### src/rtl/saida_serial_bcd_n.sv
// saida_serial_bcd_n: latches packed BCD digits on partida and sends them MSB-first as
// 7-bit ASCII UART frames with parity, followed by a terminator character.
module saida_serial_bcd_n #(
  parameter int         N_DIGITOS      = 3,
  parameter int         CICLOS_POR_BIT = 434,
  parameter int         PARIDADE_IMPAR = 1,
  parameter int         STOP_BITS      = 1,
  parameter logic [6:0] TERMINADOR     = 7'h23,
  parameter int         SUPRIME_ZEROS  = 0
) (
  input  logic                   clock,
  input  logic                   reset,
  input  logic                   partida,
  input  logic [4*N_DIGITOS-1:0] dados,
  output logic                   saida_serial,
  output logic                   ocupado,
  output logic                   pronto,
  output logic [2:0]             db_estado
);
  localparam int DW = 4 * N_DIGITOS;
  localparam int FW = 9 + STOP_BITS;
  localparam int CW = $clog2(CICLOS_POR_BIT);
  localparam int BW = $clog2(FW);
  localparam int NW = $clog2(N_DIGITOS + 1);
  localparam logic [2:0] INICIAL = 3'd0, CARREGA = 3'd1, TRANSMITE = 3'd2, FINAL = 3'd4;

  function automatic logic [6:0] ascii(input logic [3:0] d);
    return (d <= 4'd9) ? {3'b011, d} : 7'h3F;
  endfunction

  // frame is stored LSB first: start, 7 data bits, parity, stop bits
  function automatic logic [FW-1:0] quadro(input logic [6:0] c);
    return {{STOP_BITS{1'b1}}, ^c ^ (PARIDADE_IMPAR != 0), c, 1'b0};
  endfunction

  logic [2:0]    estado_q, estado_d;
  logic [DW-1:0] sr_q, sr_d, sr_ini, sr_prox;
  logic [NW-1:0] rem_q, rem_d, lz;
  logic [FW-1:0] quadro_q, quadro_d;
  logic [BW-1:0] bit_q, bit_d;
  logic [CW-1:0] cyc_q, cyc_d;
  logic          linha_q, linha_d, ocupado_q, ocupado_d, pronto_q, pronto_d;
  logic          zeros, fim_bit, fim_quadro;

  // leading zeros among all but the least significant digit; non-BCD never counts as zero
  always_comb begin
    lz = '0;
    zeros = SUPRIME_ZEROS != 0;
    for (int i = N_DIGITOS - 1; i > 0; i--) begin
      zeros = zeros && (sr_q[4*i +: 4] == 4'd0);
      lz = lz + NW'(zeros);
    end
  end

  assign sr_ini     = sr_q << (4 * lz);
  assign sr_prox    = sr_q << 4;
  assign fim_bit    = cyc_q == CW'(CICLOS_POR_BIT - 1);
  assign fim_quadro = fim_bit && (bit_q == BW'(FW - 1));

  // rem_q counts frames still to send after the current one, terminator included
  always_comb begin
    estado_d  = estado_q;
    sr_d      = sr_q;
    rem_d     = rem_q;
    quadro_d  = quadro_q;
    bit_d     = bit_q;
    cyc_d     = cyc_q;
    ocupado_d = ocupado_q;
    pronto_d  = 1'b0;
    linha_d   = (estado_q == TRANSMITE) ? quadro_q[bit_q] : 1'b1;
    case (estado_q)
      INICIAL: if (partida) begin
        estado_d  = CARREGA;
        sr_d      = dados;
        ocupado_d = 1'b1;
      end
      CARREGA: begin
        estado_d = TRANSMITE;
        sr_d     = sr_ini;
        rem_d    = NW'(N_DIGITOS) - lz;
        quadro_d = quadro(ascii(sr_ini[DW-1 -: 4]));
        bit_d    = '0;
        cyc_d    = '0;
      end
      TRANSMITE: begin
        cyc_d = fim_bit ? '0 : cyc_q + 1'b1;
        bit_d = fim_quadro ? '0 : bit_q + BW'(fim_bit);
        if (fim_quadro) begin
          estado_d = (rem_q == '0) ? FINAL : TRANSMITE;
          rem_d    = rem_q - 1'b1;
          sr_d     = sr_prox;
          quadro_d = (rem_q == NW'(1)) ? quadro(TERMINADOR) : quadro(ascii(sr_prox[DW-1 -: 4]));
        end
      end
      FINAL: begin
        estado_d  = INICIAL;
        pronto_d  = 1'b1;
        ocupado_d = 1'b0;
      end
      default: estado_d = INICIAL;
    endcase
  end

  always_ff @(posedge clock or negedge reset) begin
    if (!reset) begin
      estado_q  <= INICIAL;
      sr_q      <= '0;
      rem_q     <= '0;
      quadro_q  <= '0;
      bit_q     <= '0;
      cyc_q     <= '0;
      linha_q   <= 1'b1;
      ocupado_q <= 1'b0;
      pronto_q  <= 1'b0;
    end else begin
      estado_q  <= estado_d;
      sr_q      <= sr_d;
      rem_q     <= rem_d;
      quadro_q  <= quadro_d;
      bit_q     <= bit_d;
      cyc_q     <= cyc_d;
      linha_q   <= linha_d;
      ocupado_q <= ocupado_d;
      pronto_q  <= pronto_d;
    end
  end

  assign saida_serial = linha_q;
  assign ocupado      = ocupado_q;
  assign pronto       = pronto_q;
  assign db_estado    = estado_q;
endmodule

### config.mk
export PLATFORM = sky130hd
export DESIGN_NAME = saida_serial_bcd_n
export DESIGN_NICKNAME = d
export VERILOG_FILES = /design/src/rtl/saida_serial_bcd_n.sv
export SDC_FILE = /design/constraint.sdc
export NUM_CORES = 1
export LEC_CHECK = 0
export ABC_AREA = 1
export BUFFER_PORTS_ARGS = -buffer_cell sky130_fd_sc_hd__buf_2
export CELL_PAD_IN_SITES_DETAIL_PLACEMENT = 1
export CELL_PAD_IN_SITES_GLOBAL_PLACEMENT = 1
export CORE_MARGIN = 5
export CORE_UTILIZATION = 45
export DETAILED_ROUTE_END_ITERATION = 8
export PLACE_DENSITY_LB_ADDON = 0.1
export SYNTH_ARGS = -nofsm -noshare
export SYNTH_HDL_FRONTEND = slang
export SYNTH_SLANG_ARGS = --single-unit
### constraint.sdc
create_clock -name clock -period 2.41 [get_ports clock]
set_input_delay 0.3615 -clock clock [delete_from_list [all_inputs] [get_ports clock]]
set_output_delay 0.3615 -clock clock [all_outputs]
set_load 0.03 [all_outputs]
==> results of run 1 <==
[cells in the mapped netlist (2+ instances only)]
cell | count | share of area
inv_1 | 32 | 0.055
nand2_2 | 6 | 0.017
a21oi_1 | 9 | 0.020
xnor2_1 | 2 | 0.0080
clkbuf_1 | 3 | 0.0051
nand2_1 | 81 | 0.14
nand3_1 | 34 | 0.077
nor3_1 | 3 | 0.0068
nor2_1 | 29 | 0.049
ha_1 | 6 | 0.034
nand2_4 | 3 | 0.015
o21ai_0 | 15 | 0.034
nand4_1 | 4 | 0.011
dfrtp_1 | 39 | 0.44
o22ai_1 | 8 | 0.023
xor2_1 | 3 | 0.012
[cell type report]
type,count,area (sq um),share of cell area
well taps,67,83.8,0.0338
clock buffers,7,96.3,0.0389
repair buffers,24,130,0.0525
flip-flops and latches,40,1000,0.405
multi-input cells,207,1040,0.418
inverters,34,129,0.0520
[metal layers]
layer | part of all wire | wire (um)
met1 | 0.50 | 2770
met2 | 0.46 | 2550
met3 | 0.024 | 132
met4 | 0.013 | 70
met5 | 0 | 0
[path summary, 6_finish.rpt]
kind / start / endpoint / slack [ps]
worst max-delay path: db_estado[0] / cyc_q[2] / 570
worst min-delay path: reset / sr_ini[1] / 190
worst max register to register: db_estado[0] / cyc_q[2] / 570
worst min register to register: sr_ini[0] / sr_ini[0] / 500
max in group asynchronous: reset / saida_serial / 1540
min in group clock: dados[1] / sr_ini[1] / 330
[metrics by stage]
stage,setup slack (ps),util
CTS,544,0.525
finish,565,0.525
global route,379,0.525
global placement,687,0.504
floorplan,823,-
detailed placement,568,0.504
[worst max-delay path: stages, from the launching register on]
cell,delay (ps)
dfrtp_1,420
nor2_1,100
nand2_1,250
buf_4,250
nor2_1,360
inv_1,150
o21ai_0,210
[where the power goes]
group / switching, W / internal, W / total [W]
clock network: 0.000226 / 0.000255 / 0.000481
registers: 0.000209 / 0.000888 / 0.00110
logic: 0.000461 / 0.000292 / 0.000752
[registers in the layout, indices dropped and copies added, names as in the netlist]
register / cells
pronto: 1
sr_ini: 12
saida_serial: 1
bit_q: 4
db_estado: 3
rem_q: 2
ocupado: 1
quadro_q: 7
cyc_q: 9
[logic make-up (layout without fill, tap and decap cells)]
| group | after synthesis | after routing |
|---|---|---|
| adders and majority gates | 6 | 6 |
| and+or+nand+nor | 162 | 162 |
| buffers and inverters | 40 | 65 |
| DFF | 40 | 40 |
| xor gates and xnor gates | 5 | 5 |
| AOI/OAI and AO/OA | 34 | 34 |
==> results by group, run 1 <==
Worst setup path
  • Crit path DAT: 2050 ps
  • Nature of the critical path endpoint: flip-flop
  • Reg2Reg Depth: 6
  • Crit path max fanout: 11
  • CP required: 2610 ps
  • Crit path kind: reg2reg
  • Critical path startpoint category: flip-flop

GRT
  • M3 GR Usage: 0.0384
  • Busiest metal layer after global routing: met2
  • Vias in the first global route: 2048
  • Initial antenna violation count: 0
  • M1 GR Usage: 0.280
  • Overflow after GRT: 0
  • Largest net degree at the start of global routing: 41
  • All-Layer GR Usage: 0.199
  • First-pass GRT wire length: 9890 um
  • Global routing met2 resource utilization: 0.307

Final layout
  • Area grow syn2layout: 12.5%
  • Most frequent cells in the layout: 81 x nand2_1, 39 x dfrtp_1, 34 x nand3_1, 32 x inv_1, 29 x nor2_1
  • Design area: between 2000 and 2500 sq um
  • Ant diodes: 0
  • Share of cells above drive strength 1: 0.144
  • Post-Layout Cell Count: 379
  • Commonest non-fill, non-tap cell in the layout: nand2_1
  • Fillers: 604
  • NumNets Final: around 330

Timing
  • Final Setup Violations: 0
  • Unrepaired setup endpoints after global routing: no
  • Skew final: 6.76 ps
  • Final Max Slew Viols: 0
  • Worst Tran Pin Value: 925 ps
  • Hold slack: roughly 190 ps
  • Fin. Hold Viols: 0
  • Period minus WS final: 1840 ps
  • Setup tns final: 0 ps
  • Top achievable clock speed: 542 MHz
  • Rel. slew slack: 0.383
  • Period Utilization, post-route: 0.765

Synth
  • Warnings from Yosys: 0
  • Post-synth EDFFs: 0
  • Mux cell area share after synthesis: 0
  • Distinct cells, synth: 26
  • Register area share after synthesis: 0.455
  • Synth Area in Simple Gates: 0.332
  • Synthesized area: 2200 sq um
  • Synth Flop Type: dfrtp_1
  • Fraction of registers with async set/reset: 1.00
  • Avg Inst Size Synth: roughly 7.7 sq um
  • Syn nets: 308
  • Largest family of logic cells by synthesized area: simple AND/OR/NAND/NOR gates
  • Post-synthesis xor/xnor area fraction: 0.0199
  • Mapped Cells: 287
  • Synthesized flop and latch total: 40
  • Post-synthesis adder-cell area fraction: 0.0341
  • Compound-Gate Fraction of Synth Area: 0.0841

Clock tree
  • CTS tree: yes
  • Max H-tree Level: 2
  • Total clock buffers created by CTS: 5
  • Postcts setup bufs: 0
  • Worst-Skew Late Latency: 290 ps
  • Cts hold-fix bufs: 0
  • Max Buffers Root-to-Sink: 2
  • Clk root buf: clkbuf_8
  • Post-cts sizing count: 0
  • Clock Sinks: 40
  • Clock-pin slew on the worst setup and hold paths: 80 ps

Placement
  • Placed Cells: 372
  • Gpl congestion: 0.798
  • Post-DP HPWL: 4160 um
  • Port bufs: 20
  • Placed Area: 2380 sq um

Detailed routing
  • Via count: 1930
  • Drt wl/cell: ~15 um
  • Iter 0 DRT Violations: 81
  • Drt total wl: 5530 um
  • First-pass iteration count of the detailed router: 4
  • Routed Antenna Nets: 0
  • Avg Vias per Cell: 5.09
  • # DRC: 0

Outcome
  • Outcome: completed

Floorplan
  • IO Count: 21
  • Die width: 80.0 um
  • Initial Util: 0.466
  • Cell row count: 25
  • Die Area: 6390 sq um
  • Core area: 4720 sq um
  • Die H: 80.0 um

Flow run
  • Max Cap Viol: 0

Power and ir drop
  • Total power: roughly 0.0023 W
  • VDD IR max: 457 uV
  • Total power divided by cell area: 941 nW/um^2
  • Leak: 1.32 nW

Hold path
  • Worst Hold Class: in2async
Note: power is estimated with default switching activity, not from simulation.
==> run 2, diff against run 1 <==
--- a/config.mk
+++ b/config.mk
@@ -5,7 +5,7 @@
 export SDC_FILE = /design/constraint.sdc
 export NUM_CORES = 1
 export LEC_CHECK = 0
-export ABC_AREA = 1
+export ABC_AREA = 0
 export BUFFER_PORTS_ARGS = -buffer_cell sky130_fd_sc_hd__buf_2
 export CELL_PAD_IN_SITES_DETAIL_PLACEMENT = 1
 export CELL_PAD_IN_SITES_GLOBAL_PLACEMENT = 1
==> constraint.sdc (replaced) <==
create_clock -name clock -period 1.8 [get_ports clock]
set_input_delay 0.27 -clock clock [delete_from_list [all_inputs] [get_ports clock]]
set_output_delay 0.27 -clock clock [all_outputs]
set_load 0.03 [all_outputs]
==> results by group, run 2 <==
Timing
  • Fin. Hold Viols: 0 (unchanged)
  • Final setup margin: 49.3 ps (-516 ps)
  • Top achievable clock speed: 571 MHz (+5.4%)
  • Setup tns final: 0 ps (unchanged)
  • Final Max Slew Viols: 0 (unchanged)
  • Worst Tran Pin Value: 426 ps (-500 ps)
  • Rel. slew slack: 0.716 (+0.333)
  • Skew final: 6.50 ps (-0.266 ps)
  • Period Utilization, post-route: 0.973 (+0.207)
  • Final Setup Violations: 0 (unchanged)
  • Unrepaired setup endpoints after global routing: no
  • Period minus WS final: 1750 ps (-93.9 ps)

Floorplan
  • Cell row count: 25 (unchanged)
  • Die width: 79.1 um (-1.1%)
  • Die Area: 6250 sq um (-2.2%)
  • Die H: 79.1 um (-1.1%)
  • IO Count: 21 (unchanged)
  • Core area: 4660 sq um (-1.3%)
  • Initial Util: 0.460 (-0.00582)

Power and ir drop
  • Total power: 0.00245 W (+5.1%)
  • Seq pwr share: 0.508 (+0.037)
  • Combinational Power Share: 0.228 (-0.095)
  • Leak: 1.22 nW (-7.9%)
  • VDD IR max: 658 uV (+44%)
  • Switch Pwr: 0.000759 W (-15%)
  • Total power divided by cell area: 966 nW/um^2 (+2.7%)
  • Clk pwr share: 0.265 (+0.059)
  • Sw Ratio: 0.310 (-0.0743)
  • Internal power: 0.00169 W (+18%)

Worst setup path
  • Critical path endpoint: bit_q[1]
  • Crit path DAT: 1930 ps (-120 ps)
  • Crit-path slowest cell: dfrtp_1
  • CP peak stage delay: 420 ps (about the same)
  • CP cell instances: nor4bb_1, buf_4, and2_4, ha_1, ha_2, a22o_1
  • Worst reg2reg endpoint: bit_q[1]
  • Reg2Reg Depth: 6 (unchanged)
  • Crit path kind: reg2reg
  • Critical path startpoint category: flip-flop
  • Reg2Reg Setup Slack: 50 ps (-520 ps)
  • Crit path from: cyc_q[2]
  • Crit path max fanout: 5 (-6)
  • Critical R2R Launch: cyc_q[2]
  • CP required: 1980 ps (-630 ps)
  • Nature of the critical path endpoint: flip-flop

Placement
  • Post-place setup slack: 80.6 ps (-487 ps)
  • Placed Area: 2420 sq um (+1.7%)
  • Port bufs: 20 (unchanged)
  • Post-DP HPWL: 3880 um (-6.7%)
  • Gpl congestion: 0.769 (-3.6%)

Final layout
  • Final core occ: 0.544 (+0.0197)
  • Most frequent cells in the layout: 39 x dfrtp_1, 31 x nand2_1, 20 x buf_2, 18 x buf_4, 15 x o21ai_1
  • Ant diodes: 0 (unchanged)
  • NumNets Final: 268 (-20%)
  • Commonest non-fill, non-tap cell in the layout: dfrtp_1
  • Max FFs per register: 12 (unchanged)
  • Design area: 2540 sq um (+2.4%)
  • Share of cells above drive strength 1: 0.243 (+0.0987)
  • Area grow syn2layout: 18.2%

GRT
  • Vias in the first global route: 1845 (-9.9%)
  • Largest net degree at the start of global routing: 41 (unchanged)
  • All-Layer GR Usage: 0.181 (-0.0181)
  • Initial antenna violation count: 0 (unchanged)
  • First-pass GRT wire length: 8880 um (-10%)
  • Overflow after GRT: 0 (unchanged)

Clock tree
  • Postcts setup bufs: 0 (unchanged)
  • Clock Sinks: 40 (unchanged)
  • Max Buffers Root-to-Sink: 2 (unchanged)
  • Worst-Skew Late Latency: 290 ps (about the same)
  • Total clock buffers created by CTS: 5 (unchanged)
  • Max H-tree Level: 2 (unchanged)
  • Clk root buf: clkbuf_8
  • CTS tree: yes
  • Clock-pin slew on the worst setup and hold paths: 80 ps (about the same)

Synth
  • Synthesized flop and latch total: 40 (unchanged)
  • Distinct cells, synth: 47 (+81%)
  • Mapped Cells: 211 (-26%)
  • Warnings from Yosys: 0 (unchanged)
  • Fraction of registers with async set/reset: 1.00 (unchanged)
  • Most frequent cell after synthesis: dfrtp_1
  • Top cells by area, synth: dfrtp_1 45%, mux2i_1 5.6%, nand2_1 5.4%
  • Synth Flop Type: dfrtp_1
  • Register area share after synthesis: 0.467 (+0.0119)
  • Synth top area share: 0.455 (+0.0116)
  • Synthesized area: 2150 sq um (-2.6%)
  • Commonest cells in the netlist: 39 x dfrtp_1, 31 x nand2_1, 15 x o21ai_1
  • Avg Inst Size Synth: 10.2 sq um (+33%)
  • Post-synth EDFFs: 0 (unchanged)
  • Syn nets: 232 (-25%)
  • Synth area leader: dfrtp_1

Detailed routing
  • Drt wl/cell: 16.9 um (+16%)
  • First-pass iteration count of the detailed router: 4 (unchanged)
  • # DRC: 0 (unchanged)
  • Iter 0 DRT Violations: 32 (-60%)
  • Drt total wl: 5080 um (-8.1%)
  • Routed Antenna Nets: 0 (unchanged)
  • Avg Vias per Cell: 5.61 (+10%)
  • Via count: 1689 (-12%)

Hold path
  • Worst Hold Class: in2reg

Outcome
  • Outcome: completed

Flow run
  • Max Cap Viol: 0 (unchanged)
## run 2: power groups by stage
| stage | sequential, W | combinational [W] | clock, W |
|---|---|---|---|
| final | 0.00124 | 0.000558 | 0.000648 |
| after global routing | 0.00127 | 0.000633 | 0.000715 |
| after CTS | 0.00124 | 0.000570 | 0.000667 |
| after detailed placement | 0.00126 | 0.000564 | 0 |
| after global placement | 0.00124 | 0.000519 | 0 |
| after floorplan | 0.00122 | 0.000377 | 0 |
## run 2: layer usage
layer,global-route usage,routed length (um),vias up,part of all wire
met5,0,0,-,0
met4,0.0464,45,0,0.0089
met3,0.0374,107,4,0.021
met2,0.344,2760,14,0.54
met1,0.203,2170,839,0.43
li1,-,-,832,-
## run 2: worst min path at each step
stage | cells after the start | start | slack (ps) | endpoint
2_1_floorplan | 0 | reset | -30 | bit_q[0]
3_3_place_gp | 2 | reset | 250 | cyc_q[8]
3_5_place_dp | 2 | reset | 260 | cyc_q[8]
4_1_cts | 3 | dados[3] | 190 | sr_ini[3]
5_1_grt | 3 | dados[3] | 190 | sr_ini[3]
6_report | 3 | dados[3] | 200 | sr_ini[3]
## run 2: logic make-up after synthesis
kind of cell	share of synthesized area
AO/OA/AOI/OAI	0.187
flip-flops	0.467
XOR/XNOR	0.0262
AND/OR/NAND/NOR	0.171
adder cells (fa/ha/maj)	0.0350
buffers and inverters	0.0426
multiplexers	0.0717
## run 2: layout make-up
type / count / area, sq um
clock buffers: 7 / 96.3
multi-input cells: 153 / 1060
inverters: 6 / 22.5
flip-flops and latches: 40 / 1000
well taps: 54 / 67.6
fillers: 541 / 2120
repair buffers: 41 / 285
## run 2: per-stage QoR
step	hold slack, ps	cells
floorplan	-25.6	211
global placement	254	293
detailed placement	261	293
CTS	194	301
global route	190	301
finish	201	301
## run 2: repair_timing
action | CTS | global route
hold buffers | 1 | 0
resized for setup | 0 | 2
endpoints found under the hold margin | 39 | 0
setup endpoints to repair | 0 | 2
## run 2: worst max-delay path, delay by kind of cell (launching register included)
family	cells	cell delay, ps
adders and majority gates	2	450
DFF	1	420
and+or+nand+nor	2	410
AOI/OAI and AO/OA	1	190
buffers and inverters	1	160
==> run 3, diff against run 2 <==
--- a/config.mk
+++ b/config.mk
@@ -5,12 +5,12 @@
 export SDC_FILE = /design/constraint.sdc
 export NUM_CORES = 1
 export LEC_CHECK = 0
-export ABC_AREA = 0
+export ABC_AREA = 1
 export BUFFER_PORTS_ARGS = -buffer_cell sky130_fd_sc_hd__buf_2
-export CELL_PAD_IN_SITES_DETAIL_PLACEMENT = 1
-export CELL_PAD_IN_SITES_GLOBAL_PLACEMENT = 1
+export CELL_PAD_IN_SITES_DETAIL_PLACEMENT = 0
+export CELL_PAD_IN_SITES_GLOBAL_PLACEMENT = 2
 export CORE_MARGIN = 5
-export CORE_UTILIZATION = 45
+export CORE_UTILIZATION = 34
 export DETAILED_ROUTE_END_ITERATION = 8
 export PLACE_DENSITY_LB_ADDON = 0.1
 export SYNTH_ARGS = -nofsm -noshare
==> results by group, run 3 (synthesis gave the netlist of run 1 again) <==
Outcome
  • Outcome: completed

GRT
  • Largest net degree at the start of global routing: 27 (-34%)
  • All-Layer GR Usage: 0.142 (-0.0384)
  • Initial antenna violation count: 0 (unchanged)
  • First-pass GRT wire length: 9440 um (+6.3%)
  • Vias in the first global route: 1933 (+4.8%)
  • Overflow after GRT: 0 (unchanged)

Final layout
  • Area grow syn2layout: 16.1%
  • Ant diodes: 0 (unchanged)
  • Max FFs per register: 12 (unchanged)
  • NumNets Final: 337 (+26%)
  • Share of cells above drive strength 1: 0.155 (-0.0883)
  • Commonest non-fill, non-tap cell in the layout: nand2_1
  • Most frequent cells in the layout: 80 x nand2_1, 39 x dfrtp_1, 34 x nand3_1, 32 x inv_1, 29 x nor2_1

Clock tree
  • Total clock buffers created by CTS: 5 (unchanged)
  • Worst-Skew Late Latency: 300 ps (about the same)
  • Postcts setup bufs: 0 (unchanged)
  • Clock Sinks: 40 (unchanged)
  • Max H-tree Level: 2 (unchanged)
  • Clock-pin slew on the worst setup and hold paths: 80 ps (about the same)
  • CTS tree: yes
  • Clk root buf: clkbuf_8
  • Max Buffers Root-to-Sink: 2 (unchanged)

Detailed routing
  • First-pass iteration count of the detailed router: 4 (unchanged)
  • # DRC: 0 (unchanged)
  • Drt wl/cell: 13.7 um (-19%)
  • Drt total wl: 5410 um (+6.6%)
  • Routed Antenna Nets: 0 (unchanged)
  • Iter 0 DRT Violations: 79 (+150%)
  • Via count: 1880 (+11%)
  • Avg Vias per Cell: 4.77 (-15%)

Power and ir drop
  • Total power divided by cell area: 1240 nW/um^2 (+28%)
  • VDD IR max: 518 uV (-21%)
  • Leak: 1.35 nW (+11%)

Floorplan
  • Die Area: 8190 sq um (+31%)
  • Initial Util: 0.349 (-0.112)
  • IO Count: 21 (unchanged)
  • Die width: 90.5 um (+14%)
  • Core area: 6310 sq um (+35%)
  • Cell row count: 29 (+16%)
  • Die H: 90.5 um (+14%)

Flow run
  • Max Cap Viol: 0 (unchanged)

Timing
  • Period minus WS final: 1670 ps (-80.5 ps)
  • Setup tns final: 0 ps (unchanged)
  • Unrepaired setup endpoints after global routing: no
  • Rel. slew slack: 0.674 (-0.0419)
  • Final Max Slew Viols: 0 (unchanged)
  • Skew final: 8.36 ps (+1.86 ps)
  • Worst Tran Pin Value: 487 ps (+61.6 ps)
  • Final setup margin: 130 ps (+80.5 ps)
  • Top achievable clock speed: 599 MHz (+4.8%)
  • Period Utilization, post-route: 0.928 (-0.0447)
  • Fin. Hold Viols: 0 (unchanged)
  • Final Setup Violations: 0 (unchanged)

Placement
  • Post-DP HPWL: 4020 um (+3.6%)
  • Post-place setup slack: 103 ps (+22.5 ps)
  • Port bufs: 20 (unchanged)
  • Gpl congestion: 0.712 (-7.4%)

Worst setup path
  • CP most frequent cell: ha_1
  • CP required: 1970 ps (about the same)
  • CP cell instances: ha_1, nand2_1, inv_1, nand2_1, nor2_8, ha_1, ha_1, nand3_1, o21ai_0
  • Crit path kind: reg2reg
  • Crit path max fanout: 5 (unchanged)
  • Critical path startpoint category: flip-flop
  • Crit-path slowest cell: dfrtp_1
  • Nature of the critical path endpoint: flip-flop
  • CP peak stage delay: 430 ps (about the same)
  • Crit path DAT: 1840 ps (-90 ps)

Hold path
  • Worst Hold Class: in2reg
-- run 3: changes by cell type in the layout (fill, tap and decap cells not counted), moves of 4 or more --
cell	before	now
nand2_1	31	80
o22ai_1	2	8
nand2b_1	5	0
buf_4	18	6
and3_1	4	0
nand2_2	0	7
inv_1	6	32
nand4_1	0	4
nor2_1	4	29
o21ai_1	15	0
nand3_1	10	34
mux2i_1	12	0
-- run 3: power breakdown --
| part | internal (W) | switching (W) |
|---|---|---|
| registers | 0.00119 | 0.000254 |
| logic | 0.000396 | 0.000587 |
| clock network | 0.000412 | 0.000335 |
| total | 0.00200 | 0.00118 |
-- run 3: worst paths after layout --
| kind | startpoint | to | slack (ps) | depth (start not counted) |
|---|---|---|---|---|
| worst max register to register | cyc_q[0] | bit_q[1] | 130 | 9 |
| max in group asynchronous | reset | saida_serial | 830 | 3 |
| worst min-delay path | dados[0] | sr_ini[0] | 230 | 3 |
| worst max-delay path | cyc_q[0] | bit_q[1] | 130 | 9 |
| min in group asynchronous | reset | sr_ini[2] | 420 | 2 |
| worst min register to register | sr_ini[1] | sr_ini[1] | 490 | 2 |
-- run 3: final cells by class --
class | instances | area, sq um
Clock buffer | 6 | 72.6
Fill cell | 697 | 3760
Tap cell | 77 | 96.3
Inverter | 34 | 129
Sequential cell | 40 | 1000
Clock inverter | 2 | 35.0
Timing Repair Buffer | 28 | 175
Multi-Input combinational cell | 207 | 1050
-- run 3: worst max-delay path, delay by kind of cell (launching register included) --
family	cells	cell delay, ps
AOI/OAI and AO/OA	1	80
adders and majority gates	3	670
buffers and inverters	1	30
and+or+nand+nor	4	340
DFF	1	430
-- run 3: repair_timing --
item / in CTS / in global routing
hold buffers: 1 / 0
setup endpoints to repair: 0 / 5
hold endpoints to repair: 14 / 0
resized for setup: 0 / 2
-- run 3: metal layers --
metal  vias to the layer above  part of all wire  track usage
li1                        984                 -            -
met1                       862              0.49        0.191
met2                        25              0.46        0.223
met3                         9             0.030       0.0367
met4                         0             0.017       0.0471
met5                         -                 0            0
-- run 3: metrics by stage --
stage / hold slack [ps] / instances / util / instance area [sq um] / power [W]
floorplan: -25.6 / 287 / - / 2200 / 0.00217
global placement: 213 / 385 / 0.385 / 2430 / 0.00244
detailed placement: 213 / 385 / 0.385 / 2430 / 0.00245
CTS: 223 / 394 / 0.403 / 2550 / 0.00322
global route: 233 / 394 / 0.405 / 2560 / 0.00349
finish: 225 / 394 / 0.405 / 2560 / 0.00317
